## config.mk

```make
export PLATFORM = sky130hd
export DESIGN_NAME = routing_crossbar
export DESIGN_NICKNAME = d
export VERILOG_FILES = /design/src/rtl/routing_pkg.sv /design/src/rtl/routing_lane_mux.sv /design/src/rtl/routing_crossbar.sv
export SDC_FILE = /design/constraint.sdc
export NUM_CORES = 1
export LEC_CHECK = 0
export CORE_ASPECT_RATIO = 0.7
export CORE_MARGIN = 3
export CORE_UTILIZATION = 46
export CTS_BUF_LIST = sky130_fd_sc_hd__clkbuf_8
export DETAILED_ROUTE_END_ITERATION = 12
export PLACE_DENSITY = 0.8
export SKIP_CTS_REPAIR_TIMING = 1
export SLEW_MARGIN = 30
export SYNTH_ARGS = -nofsm -noshare
export SYNTH_HDL_FRONTEND = slang
export SYNTH_SLANG_ARGS = --single-unit
```

## constraint.sdc

```tcl
create_clock -name clk -period 4.9 [get_ports clk]
set_input_delay 0.735 -clock clk [delete_from_list [all_inputs] [get_ports clk]]
set_output_delay 0.735 -clock clk [all_outputs]
set_load 0.01 [all_outputs]
```

## src/rtl/routing_pkg.sv

```systemverilog
// Shared types, defaults and helpers for the routing crossbar.
package routing_pkg;

    localparam int unsigned DefNumInputs  = 8;
    localparam int unsigned DefNumOutputs = 4;
    localparam int unsigned DefDataWidth  = 32;
    localparam int unsigned DefSelWidth   = 4;
    localparam int unsigned DefPortWidth  = 2;

    typedef enum logic [1:0] {
        StIdle,
        StStaged,
        StApply
    } cfg_state_e;

    // Bit offset of lane idx inside a packed lane vector.
    function automatic int unsigned lane_lsb(int unsigned idx, int unsigned width);
        return idx * width;
    endfunction

endpackage

```

## src/rtl/routing_lane_mux.sv

```systemverilog
// Registered NUM_INPUTS:1 lane mux for one crossbar output.
module routing_lane_mux
    import routing_pkg::*;
#(
    parameter int unsigned NUM_INPUTS = DefNumInputs,
    parameter int unsigned DATA_WIDTH = DefDataWidth,
    parameter int unsigned SEL_WIDTH  = DefSelWidth
) (
    input  logic                           clk,
    input  logic                           rst,
    input  logic [NUM_INPUTS*DATA_WIDTH-1:0] lanes_i,
    input  logic [NUM_INPUTS-1:0]          valid_i,
    input  logic [SEL_WIDTH-1:0]           sel_i,
    output logic [DATA_WIDTH-1:0]          data_o,
    output logic                           valid_o
);

    logic [DATA_WIDTH-1:0] data_d, data_q;
    logic                  valid_d, valid_q;

    // Select decode; an out-of-range select matches no lane and yields zero/invalid.
    always_comb begin
        data_d  = '0;
        valid_d = 1'b0;
        for (int i = 0; i < NUM_INPUTS; i++) begin
            if (sel_i == SEL_WIDTH'(i)) begin
                data_d  = lanes_i[lane_lsb(i, DATA_WIDTH) +: DATA_WIDTH];
                valid_d = valid_i[i];
            end
        end
    end

    // Output register.
    always_ff @(posedge clk or posedge rst) begin
        if (rst) begin
            data_q  <= '0;
            valid_q <= 1'b0;
        end else begin
            data_q  <= data_d;
            valid_q <= valid_d;
        end
    end

    assign data_o  = data_q;
    assign valid_o = valid_q;

endmodule

```

## src/rtl/routing_crossbar.sv

```systemverilog
// Registered crossbar with shadowed per-output selects and atomic commit.
module routing_crossbar
    import routing_pkg::*;
#(
    parameter int unsigned NUM_INPUTS  = DefNumInputs,
    parameter int unsigned NUM_OUTPUTS = DefNumOutputs,
    parameter int unsigned DATA_WIDTH  = DefDataWidth,
    parameter int unsigned SEL_WIDTH   = DefSelWidth,
    parameter int unsigned PORT_WIDTH  = DefPortWidth
) (
    input  logic                             clk,
    input  logic                             rst,
    input  logic [NUM_INPUTS*DATA_WIDTH-1:0] inputState,
    input  logic [NUM_INPUTS-1:0]            inValid,
    input  logic                             cfgValid,
    output logic                             cfgReady,
    input  logic [PORT_WIDTH-1:0]            cfgPort,
    input  logic [SEL_WIDTH-1:0]             cfgSel,
    input  logic                             cfgCommit,
    input  logic                             cfgErrClr,
    output logic                             cfgErr,
    output logic [NUM_OUTPUTS*DATA_WIDTH-1:0] out,
    output logic [NUM_OUTPUTS-1:0]           outValid,
    output logic [NUM_OUTPUTS-1:0]           configInvalid
);

    cfg_state_e           state_q;
    logic                 ready_q;
    logic                 err_q;
    logic [SEL_WIDTH-1:0] shadow_d [NUM_OUTPUTS];
    logic [SEL_WIDTH-1:0] shadow_q [NUM_OUTPUTS];
    logic [SEL_WIDTH-1:0] active_q [NUM_OUTPUTS];
    logic [NUM_OUTPUTS-1:0] inv_q;

    logic wr_accept;
    logic port_ok;

    assign wr_accept = cfgValid && ready_q;
    assign port_ok   = 32'(cfgPort) < NUM_OUTPUTS;

    // Shadow next-state: an accepted in-range write updates exactly one entry.
    always_comb begin
        for (int o = 0; o < NUM_OUTPUTS; o++) begin
            shadow_d[o] = shadow_q[o];
            if (wr_accept && (cfgPort == PORT_WIDTH'(o))) begin
                shadow_d[o] = cfgSel;
            end
        end
    end

    // Shadow select storage.
    always_ff @(posedge clk or posedge rst) begin
        if (rst) begin
            for (int o = 0; o < NUM_OUTPUTS; o++) shadow_q[o] <= '0;
        end else begin
            for (int o = 0; o < NUM_OUTPUTS; o++) shadow_q[o] <= shadow_d[o];
        end
    end

    // Config FSM with registered ready; commits during APPLY are ignored.
    always_ff @(posedge clk or posedge rst) begin
        if (rst) begin
            state_q <= StIdle;
            ready_q <= 1'b1;
        end else begin
            unique case (state_q)
                StIdle: begin
                    if (cfgCommit) begin
                        state_q <= StApply;
                        ready_q <= 1'b0;
                    end else if (wr_accept) begin
                        state_q <= StStaged;
                    end
                end
                StStaged: begin
                    if (cfgCommit) begin
                        state_q <= StApply;
                        ready_q <= 1'b0;
                    end
                end
                StApply: begin
                    state_q <= StIdle;
                    ready_q <= 1'b1;
                end
                default: begin
                    state_q <= StIdle;
                    ready_q <= 1'b1;
                end
            endcase
        end
    end

    // Active selects and invalid flags move together in the APPLY cycle.
    always_ff @(posedge clk or posedge rst) begin
        if (rst) begin
            for (int o = 0; o < NUM_OUTPUTS; o++) active_q[o] <= '0;
            inv_q <= '0;
        end else if (state_q == StApply) begin
            for (int o = 0; o < NUM_OUTPUTS; o++) begin
                active_q[o] <= shadow_q[o];
                inv_q[o]    <= 32'(shadow_q[o]) >= NUM_INPUTS;
            end
        end
    end

    // Sticky error on out-of-range port writes; a new error beats a clear.
    always_ff @(posedge clk or posedge rst) begin
        if (rst) begin
            err_q <= 1'b0;
        end else if (wr_accept && !port_ok) begin
            err_q <= 1'b1;
        end else if (cfgErrClr) begin
            err_q <= 1'b0;
        end
    end

    for (genvar o = 0; o < NUM_OUTPUTS; o++) begin : g_lane
        routing_lane_mux #(
            .NUM_INPUTS (NUM_INPUTS),
            .DATA_WIDTH (DATA_WIDTH),
            .SEL_WIDTH  (SEL_WIDTH)
        ) u_mux (
            .clk     (clk),
            .rst     (rst),
            .lanes_i (inputState),
            .valid_i (inValid),
            .sel_i   (active_q[o]),
            .data_o  (out[o*DATA_WIDTH +: DATA_WIDTH]),
            .valid_o (outValid[o])
        );
    end

    assign cfgReady      = ready_q;
    assign cfgErr        = err_q;
    assign configInvalid = inv_q;

endmodule

```

# == Word level (Yosys, flattened, before mapping) ==
# Index checks and enable logic that the tools add are counted.
# classes
magnitude_cmp,4
n_mux,70
reduce_logical,13
n_eq_ne,36
# ops
operator,n
32-bit two-way mux,32
4-bit by 3-bit equality test with 1-bit output (second input constant),16
1-bit two-way mux,34
4-bit by 2-bit equality test with 1-bit output (second input constant),8
4-bit by 1-bit equality test with 1-bit output (second input constant),4
4-bit >= comparator (second input constant),4
4-bit logical NOT,4
2-bit equality test (second input constant),3
2-bit two-way mux,3
1-bit logical AND,5
2-bit by 1-bit equality test with 1-bit output (second input constant),2
2-bit logical NOT,2
2-bit case mux with 2 select lines,1
3-bit != test (second input constant),1
2-bit by 1-bit != test with 1-bit output (second input constant),1
2-bit != test (second input constant),1
2-bit AND reduction,1
2-bit OR reduction,1
# word_totals
out_inout_bits,138
inputBits,275
wordCells,142
regBits,171

# == Longest topological paths before layout ==
# Gate-level depths: netlist of the first run.
# depth
word_depth,9
depth_mapped,7
mapped_depth_nobuf,4

# == By module ==
# A second synthesis of the first run with hierarchy kept.
# unflattened
hier_cells,1822
hier_area_um2,16474.6
# by_module_without_submodules
mod,area_each_um2,seq_area_each_um2,n_inst,cells_each
routing_lane_mux,3747.3,825.8,4,433
routing_crossbar,1485.2,977.2,1,90

# == Worst setup path after synthesis of the first run ==
# No wires, ideal clock.
# synth_path
path_kind,input port to flip-flop
from,input port inputState[63]
to,register g_lane[3].u_mux.data_q[31]
t_arrival_ns,1.516
path_buffers,0
required_time_ns,4.772
slack_ns,3.256
cell_stages,4
setup_time_ns,0.128
cell_sequence,mux2_1 -> a22o_1 -> a221oi_1 -> o22ai_1
# synth_between
elab_chain_len,7
# synth_rtl
item,line,rtl
from (decl),routing_crossbar.sv:13,"input logic [NUM_INPUTS*DATA_WIDTH-1:0] inputState,"
32-bit two-way mux (7 in series),routing_lane_mux.sv:26,if (sel_i == SEL_WIDTH'(i)) begin
via g_lane[3].u_mux.data_d[31],routing_lane_mux.sv:18,"logic [DATA_WIDTH-1:0] data_d, data_q;"
to (signal assigned),routing_lane_mux.sv:39,data_q <= data_d;
to (decl),routing_lane_mux.sv:18,
# The timed path passes the listed nets, and every way through them passes these cells.
# A chain may end at the register's enable or synchronous reset.

# == Worst setup path after layout of the first run ==
# layout_path
from,register active_q[10] (netlist bit)
to,register g_lane[1].u_mux.data_q[6]
# layout_between
elab_chain_len,9
word_cells_on_any_way,16
cone_classes,7 x eq/ne; 8 x mux; 1 x reduce/logical
# layout_rtl
item,line,rtl
from (decl),routing_crossbar.sv:32,logic [SEL_WIDTH-1:0] active_q [NUM_OUTPUTS];
"from (signal, indexed assignment)",routing_crossbar.sv:100,active_q[o] <= shadow_q[o];
4-bit logical NOT,routing_lane_mux.sv:26,
32-bit two-way mux (7 in series),routing_lane_mux.sv:26,
32-bit two-way mux (*),routing_lane_mux.sv:26,
via g_lane[1].u_mux.data_d[6],routing_lane_mux.sv:18,
to (signal assigned),routing_lane_mux.sv:39,
to (decl),routing_lane_mux.sv:18,
# The timed path passes the listed nets; every way through them passes the cells marked *.

==> results of run 1 <==
routing by layer:
layer / wire (um) / global-route usage (%)
met1: 27080 / 53.75
met3: 10150 / 12.30
met5: 0 / 0
met2: 30630 / 59.75
met4: 3596 / 18.05
worst register-to-register path: stages, from the launching register on:
cell and delay (ps):
dfrtp_1 890, nor2b_2 970, nand2_1 750, o22ai_1 390
report_power, final:
part / switching (uW) / total, uW / internal, uW
Combinational: 3150 / 5910 / 2760
Sequential: 619 / 2620 / 2000
Clock: 724 / 1170 / 450
layout by cell type, fill, tap and decap left out, drive strengths merged, types with 4 or more instances in the layout:
| cell type | n |
|---|---|
| mux4 | 14 |
| o221ai | 16 |
| nand2 | 105 |
| nor2 | 78 |
| dfrtp | 170 |
| mux2 | 89 |
| o2bb2ai | 27 |
| a22o | 18 |
| a211oi | 7 |
| a21oi | 194 |
| nor3 | 7 |
| o21ai | 58 |
| o21a | 9 |
| a211o | 20 |
| nand2b | 20 |
| clkbuf | 17 |
| clkinv | 6 |
| buf | 37 |
| clkdlybuf4s50 | 410 |
| nor2b | 41 |
| o221a | 26 |
| nand3b | 13 |
| a2bb2oi | 31 |
| a22oi | 57 |
| or2 | 5 |
| or3 | 5 |
| nor3b | 8 |
| o22ai | 86 |
| mux2i | 275 |
| inv | 14 |
| or3b | 4 |
| diode | 5 |
| o32ai | 4 |
| a21o | 29 |
flip-flops by register name, summed over array words and instances, names as in the netlist:
name                  count
active_q                 16
cfgReady                  1
configInvalid             4
g_lane.u_mux.data_o     128
g_lane.u_mux.valid_o      4
shadow_q                 16
state_q                   2
stage by stage:
stage	hold WS, ps	instances	utilization [%]	worst slack, ps
4_1_cts	485.8	2356	61.93	2052
5_1_grt	499.2	2360	62.00	1943
3_3_place_gp	446.7	2322	60.29	2147
6_report	482.9	2361	62.01	1812
3_5_place_dp	450.7	2324	60.50	2071
2_1_floorplan	433.1	1631	-	1983
area by class of cell:
type,count,area [um2]
Sequential cell,171,4305
Tap cell,420,525.5
Multi-Input combinational cell,1279,9687
Clock buffer,17,234.0
Timing Repair Buffer,447,4472
Fill cell,2618,11940
Inverter,7,30.03
Clock inverter,15,215.2
Antenna cell,5,12.51
worst max path at each step:
stage                                end  cells after the start  slack, ps
2_1_floorplan                active_q[0]                      1       1980
3_3_place_gp   g_lane[2].u_mux.data_o[7]                      4       2150
3_5_place_dp   g_lane[1].u_mux.data_o[6]                      3       2070
4_1_cts        g_lane[1].u_mux.data_o[6]                      3       2050
5_1_grt        g_lane[1].u_mux.data_o[6]                      3       1940
6_report       g_lane[1].u_mux.data_o[6]                      3       1810
kinds of logic (layout without fill, tap and decap cells):
logic type             Yosys count  in the layout  synth area share, %
muxes                          378            378                27.54
and+or+nand+nor                302            302                10.14
AOI/OAI and AO/OA              598            598                27.14
buffers and inverters          181            486                6.189
DFF                            171            171                28.96
other                            1              6              0.02537
==> impl_metrics.py, run 1 <==
metrics = {
    "clock_tree": {
        "tritoncts": "yes",
        "clock-sinks": 171,
        "clock_path_buffers": 2,
        "insertion_delay_ps": 550,
        "cts_root_buf": "clkbuf_8",
        "htree_levels": 4,
        "clk_pin_slew_worst_paths_ps": 120,
        "cts_made_buffers": 17,
    },
    "floorplan": {
        "std_cell_rows": 54,
        "initial_utilization_pct": 47.04,
        "die_h_um": 156.0,
        "dieArea_um2": 34350,
        "core-area_um2": 31420,
        "ioPinCount": 413,
        "chipWidth_um": 220.2,
    },
    "layout": {
        "area_growth_pct": 31.82,
        "drive_gt1_share_pct": 8.678,
        "final_area_um2": 19480,
        "fin_nets": 2198,
    },
    "grt": {
        "grt_pass1_vias": 16140,
        "grt_pass1_wl_um": 102500,
        "overflow": 0,
        "antenna_found_initial": 5,
        "grt_use_total_pct": 40.13,
        "grt_max_degree": 147,
    },
    "worst_setup_path": {
        "critical_path.cell_chain": "nor2b_2, nand2_1, o22ai_1",
        "critPathMaxFanout": 14,
        "end_kind": "register",
        "rr_worst_depth": 3,
        "max_stage_delay_ps": 970,
        "startpoint_type": "register",
        "crit_buf_inv": 0,
        "cp.arrival_ps": 3530,
        "critical_path_class": "reg -> reg",
        "timing.rr.start": "active_q[10]",
        "slowest_stage": "nor2b_2",
        "reg2reg_to": "g_lane[1].u_mux.data_o[6]",
        "critPathRequiredTime_ps": 5340,
        "path_delay_family": "simple AND/OR/NAND/NOR gates",
        "worstSetupStartpoint": "active_q[10]",
        "ff2ff_setup_slack_ps": 1810,
    },
    "pwr": {
        "p_total_uw": 9705,
        "p_per_area_nw_per_um2": 498.2,
        "ir_drop_uv": 313.2,
        "power.leakage_uw": 0.007742,
    },
    "sta": {
        "hold_viol": 0,
        "drv_slew": 0,
        "timing.final.crit_share_pct": 63.03,
        "fin_crit_ps": 3088,
        "max_slew_margin_pct": 28.64,
        "timing.fmax_mhz": 323.8,
        "final-setup-viol-count": 0,
        "fin_skew_ps": 14.70,
        "rsz0062_at_grt": "false",
        "tns_ps": 0,
        "worstMarginPinSlew_ps": 1070,
    },
    "yosys": {
        "yosysSeqAreaShare_pct": 28.96,
        "synth_area_um2": 14780,
        "post-synth-top-area-cell": "dfrtp_1",
        "yosysUniqueCellTypes": 58,
        "syn_avg_cell_area_um2": 9.061,
        "syn-num-nets": 1906,
        "netlist_instances": 1631,
        "ys_dominant_reg_cell": "dfrtp_1",
        "async_flop_share_pct": 100.0,
        "synth_most_common_cell": "mux2i_1",
        "synth_area_leaders": "dfrtp_1 29%, mux2i_1 19%, a21oi_1 6.6%",
        "synth_top_area_share_pct": 28.78,
        "yosys_warnings": 0,
        "yosys_register_bits": 171,
        "synth_edf_count": 0,
        "synthTopCellsByCount": "275 x mux2i_1, 194 x a21oi_1, 170 x dfrtp_1, 105 x nand2_1, 86 x o22ai_1",
    },
    "min_path": {
        "hold_start": "shadow_q[2]",
        "hold_depth": 2,
        "min_to": "active_q[2]",
        "min_path_type": "reg -> reg",
    },
    "placement": {
        "gp_congestion": 0.9402,
        "placed_area_um2": 19010,
        "hpwl_um": 48160,
        "port_buffers": 410,
    },
    "routing": {
        "drc": 0,
        "firstDrtPassIters": 6,
        "post_drt_wl_per_cell_um": 30.26,
        "routed_via_density": 7.046,
        "via_count": 16640,
        "ant_nets": 0,
        "drt_iter0_drc": 2714,
        "wirelength_um": 71450,
    },
    "run": {
        "timing.max_cap.violations": 0,
    },
    "run_status": {
        "status": "finished, final reports clean",
    },
}
Note: power is estimated with default switching activity, not from simulation.
==> run 2, diff against run 1 <==
--- a/config.mk
+++ b/config.mk
@@ -7,10 +7,10 @@
 export LEC_CHECK = 0
 export CORE_ASPECT_RATIO = 0.7
 export CORE_MARGIN = 3
-export CORE_UTILIZATION = 46
+export CORE_UTILIZATION = 51
 export CTS_BUF_LIST = sky130_fd_sc_hd__clkbuf_8
 export DETAILED_ROUTE_END_ITERATION = 12
-export PLACE_DENSITY = 0.8
+export PLACE_DENSITY = 0.84
 export SKIP_CTS_REPAIR_TIMING = 1
 export SLEW_MARGIN = 30
 export SYNTH_ARGS = -nofsm -noshare
==> constraint.sdc (replaced) <==
create_clock -name clk -period 2.9 [get_ports clk]
set_input_delay 0.435 -clock clk [delete_from_list [all_inputs] [get_ports clk]]
set_output_delay 0.435 -clock clk [all_outputs]
set_load 0.01 [all_outputs]
==> run 2 against run 1 <==
  * Clock skew rose by 0.65 ps
  * Core utilization grew 8.5 points
  * Critical endpoint is now g_lane[3].u_mux.data_o[30]
  * Highest routed layer is now met5
  * Setup slack got worse by 1300 ps
  * Largest cell class unchanged
  * Sequential share of layout area decreased by 0.41 points
==> impl_metrics.py, run 2 (synthesized netlist as in run 1, its figures left out) <==
metrics = {
    "worst_setup_path": {
        "critical_path.cell_chain": "buf_12, buf_4, mux2i_1, a2bb2oi_1, o21a_1, nor3_1",
        "critical_path_class": "reg -> reg",
        "critPathMaxFanout": 45,
        "critPathRequiredTime_ps": 3300,
        "reg2reg_to": "g_lane[3].u_mux.data_o[30]",
        "ff2ff_setup_slack_ps": 530,
        "timing.rr.start": "active_q[0]",
        "slowest_stage": "dfrtp_4",
        "crit_buf_inv": 2,
        "end_kind": "register",
        "path_delay_family": "flip-flops",
        "rr_worst_depth": 6,
        "max_stage_delay_ps": 880,
        "cp.arrival_ps": 2760,
        "startpoint_type": "register",
    },
    "routing": {
        "wirelength_um": 69620,
        "firstDrtPassIters": 6,
        "drt_iter0_drc": 2523,
        "routed_via_density": 7.041,
        "ant_nets": 0,
        "post_drt_wl_per_cell_um": 29.47,
        "via_count": 16630,
        "drc": 0,
    },
    "sta": {
        "final-setup-viol-count": 0,
        "rsz0062_at_grt": "false",
        "timing.final.crit_share_pct": 81.58,
        "worstMarginPinSlew_ps": 828.6,
        "fin_crit_ps": 2366,
        "max_slew_margin_pct": 44.76,
        "fin_skew_ps": 15.35,
        "hold_viol": 0,
        "tns_ps": 0,
        "timing.fmax_mhz": 422.7,
        "drv_slew": 0,
    },
    "grt": {
        "antenna_found_initial": 9,
        "grt_max_degree": 57,
        "grt_use_total_pct": 42.83,
        "grt_pass1_wl_um": 101700,
        "grt_pass1_vias": 16280,
        "overflow": 0,
    },
    "pwr": {
        "p_per_area_nw_per_um2": 831.1,
        "ir_drop_uv": 539.3,
        "power.leakage_uw": 0.007999,
    },
    "floorplan": {
        "std_cell_rows": 51,
        "core-area_um2": 28140,
        "initial_utilization_pct": 52.52,
        "dieArea_um2": 31090,
        "die_h_um": 148.4,
        "chipWidth_um": 209.5,
        "ioPinCount": 413,
    },
    "layout": {
        "area_growth_pct": 34.30,
        "instances_no_fill": 2362,
        "fin_nets": 2246,
        "drive_gt1_share_pct": 10.53,
        "final_common_cell": "clkdlybuf4s50_1",
        "nFillCells": 2187,
        "final_area_um2": 19850,
        "largest_reg_flops": 128,
        "final_cell_mix": "410 x clkdlybuf4s50_1, 275 x mux2i_1, 194 x a21oi_1",
    },
    "placement": {
        "port_buffers": 410,
        "dp_cells": 2323,
        "gp_congestion": 0.9790,
        "hpwl_um": 49050,
        "placed_area_um2": 19390,
    },
    "clock_tree": {
        "cts_root_buf": "clkbuf_8",
        "clk_pin_slew_worst_paths_ps": 120,
        "htree_levels": 4,
        "insertion_delay_ps": 520,
        "clock-sinks": 171,
        "clock_path_buffers": 2,
        "tritoncts": "yes",
        "cts_made_buffers": 17,
    },
    "run_status": {
        "status": "finished, final reports clean",
    },
    "run": {
        "timing.max_cap.violations": 0,
    },
    "min_path": {
        "min_path_type": "in -> async",
    },
}
[run 2: changes by cell type in the layout (fill, tap and decap cells not counted), sizes merged]
cell / before / now
clkinv: 6 / 7
diode: 5 / 7
buf: 37 / 85
bufinv: 1 / 0
[run 2: layout make-up]
cell class                      count  area [um2]  share of cell area (%)
Clock inverter                     15       209.0                   1.053
Sequential cell                   171        4304                   21.69
Tap cell                          371       464.2                   2.339
Multi-Input combinational cell   1279        9659                   48.67
Antenna cell                        7       17.52                 0.08826
Timing Repair Buffer              495        4930                   24.84
Clock buffer                       17       234.0                   1.179
Inverter                            7       30.03                  0.1513
[run 2: how the worst max path moves through the flow]
stage,from,end,cells past startpoint
after detailed placement,active_q[0],g_lane[3].u_mux.data_o[30],6
after global routing,active_q[0],g_lane[3].u_mux.data_o[30],6
after CTS,active_q[0],g_lane[3].u_mux.data_o[30],6
after global placement,active_q[0],g_lane[3].u_mux.data_o[30],6
after floorplan,rst,active_q[0],1
final,active_q[0],g_lane[3].u_mux.data_o[30],6
[run 2: layer usage]
metal | global-route usage (%) | share of wire, % | vias to the layer above | routed length, um
li1 | - | - | 6895 | -
met1 | 57.64 | 38 | 7878 | 26170
met2 | 63.00 | 43 | 1543 | 29620
met3 | 13.32 | 15 | 311 | 10430
met4 | 20.34 | 4.9 | 4 | 3387
met5 | 0 | 0.020 | - | 14
[run 2: worst reg2reg max path, stage by stage (launching register included)]
cell	delay (ps)
dfrtp_4	880
buf_12	400
buf_4	270
mux2i_1	90
a2bb2oi_1	130
o21a_1	190
nor3_1	280
[run 2: where the power goes]
group | switching (uW) | leakage, uW | internal (uW) | total, uW
Combinational | 5470 | 0.00566 | 4900 | 10400
Sequential | 829 | 0.00212 | 3380 | 4210
Clock | 1230 | 0.000218 | 690 | 1920
Total | 7520 | 0.00800 | 8970 | 16500
[run 2: metrics by stage]
| stage | setup WS (ps) | util [%] | hold WS (ps) | total power (uW) |
|---|---|---|---|---|
| 2_1_floorplan | 283.1 | - | 433.1 | 9651 |
| 3_3_place_gp | 678.6 | 68.89 | 452.3 | 14050 |
| 3_5_place_dp | 621.4 | 68.89 | 461.5 | 14200 |
| 4_1_cts | 571.5 | 70.46 | 396.2 | 16140 |
| 5_1_grt | 482.9 | 70.53 | 428.5 | 17080 |
| 6_report | 534.2 | 70.53 | 397.9 | 16500 |
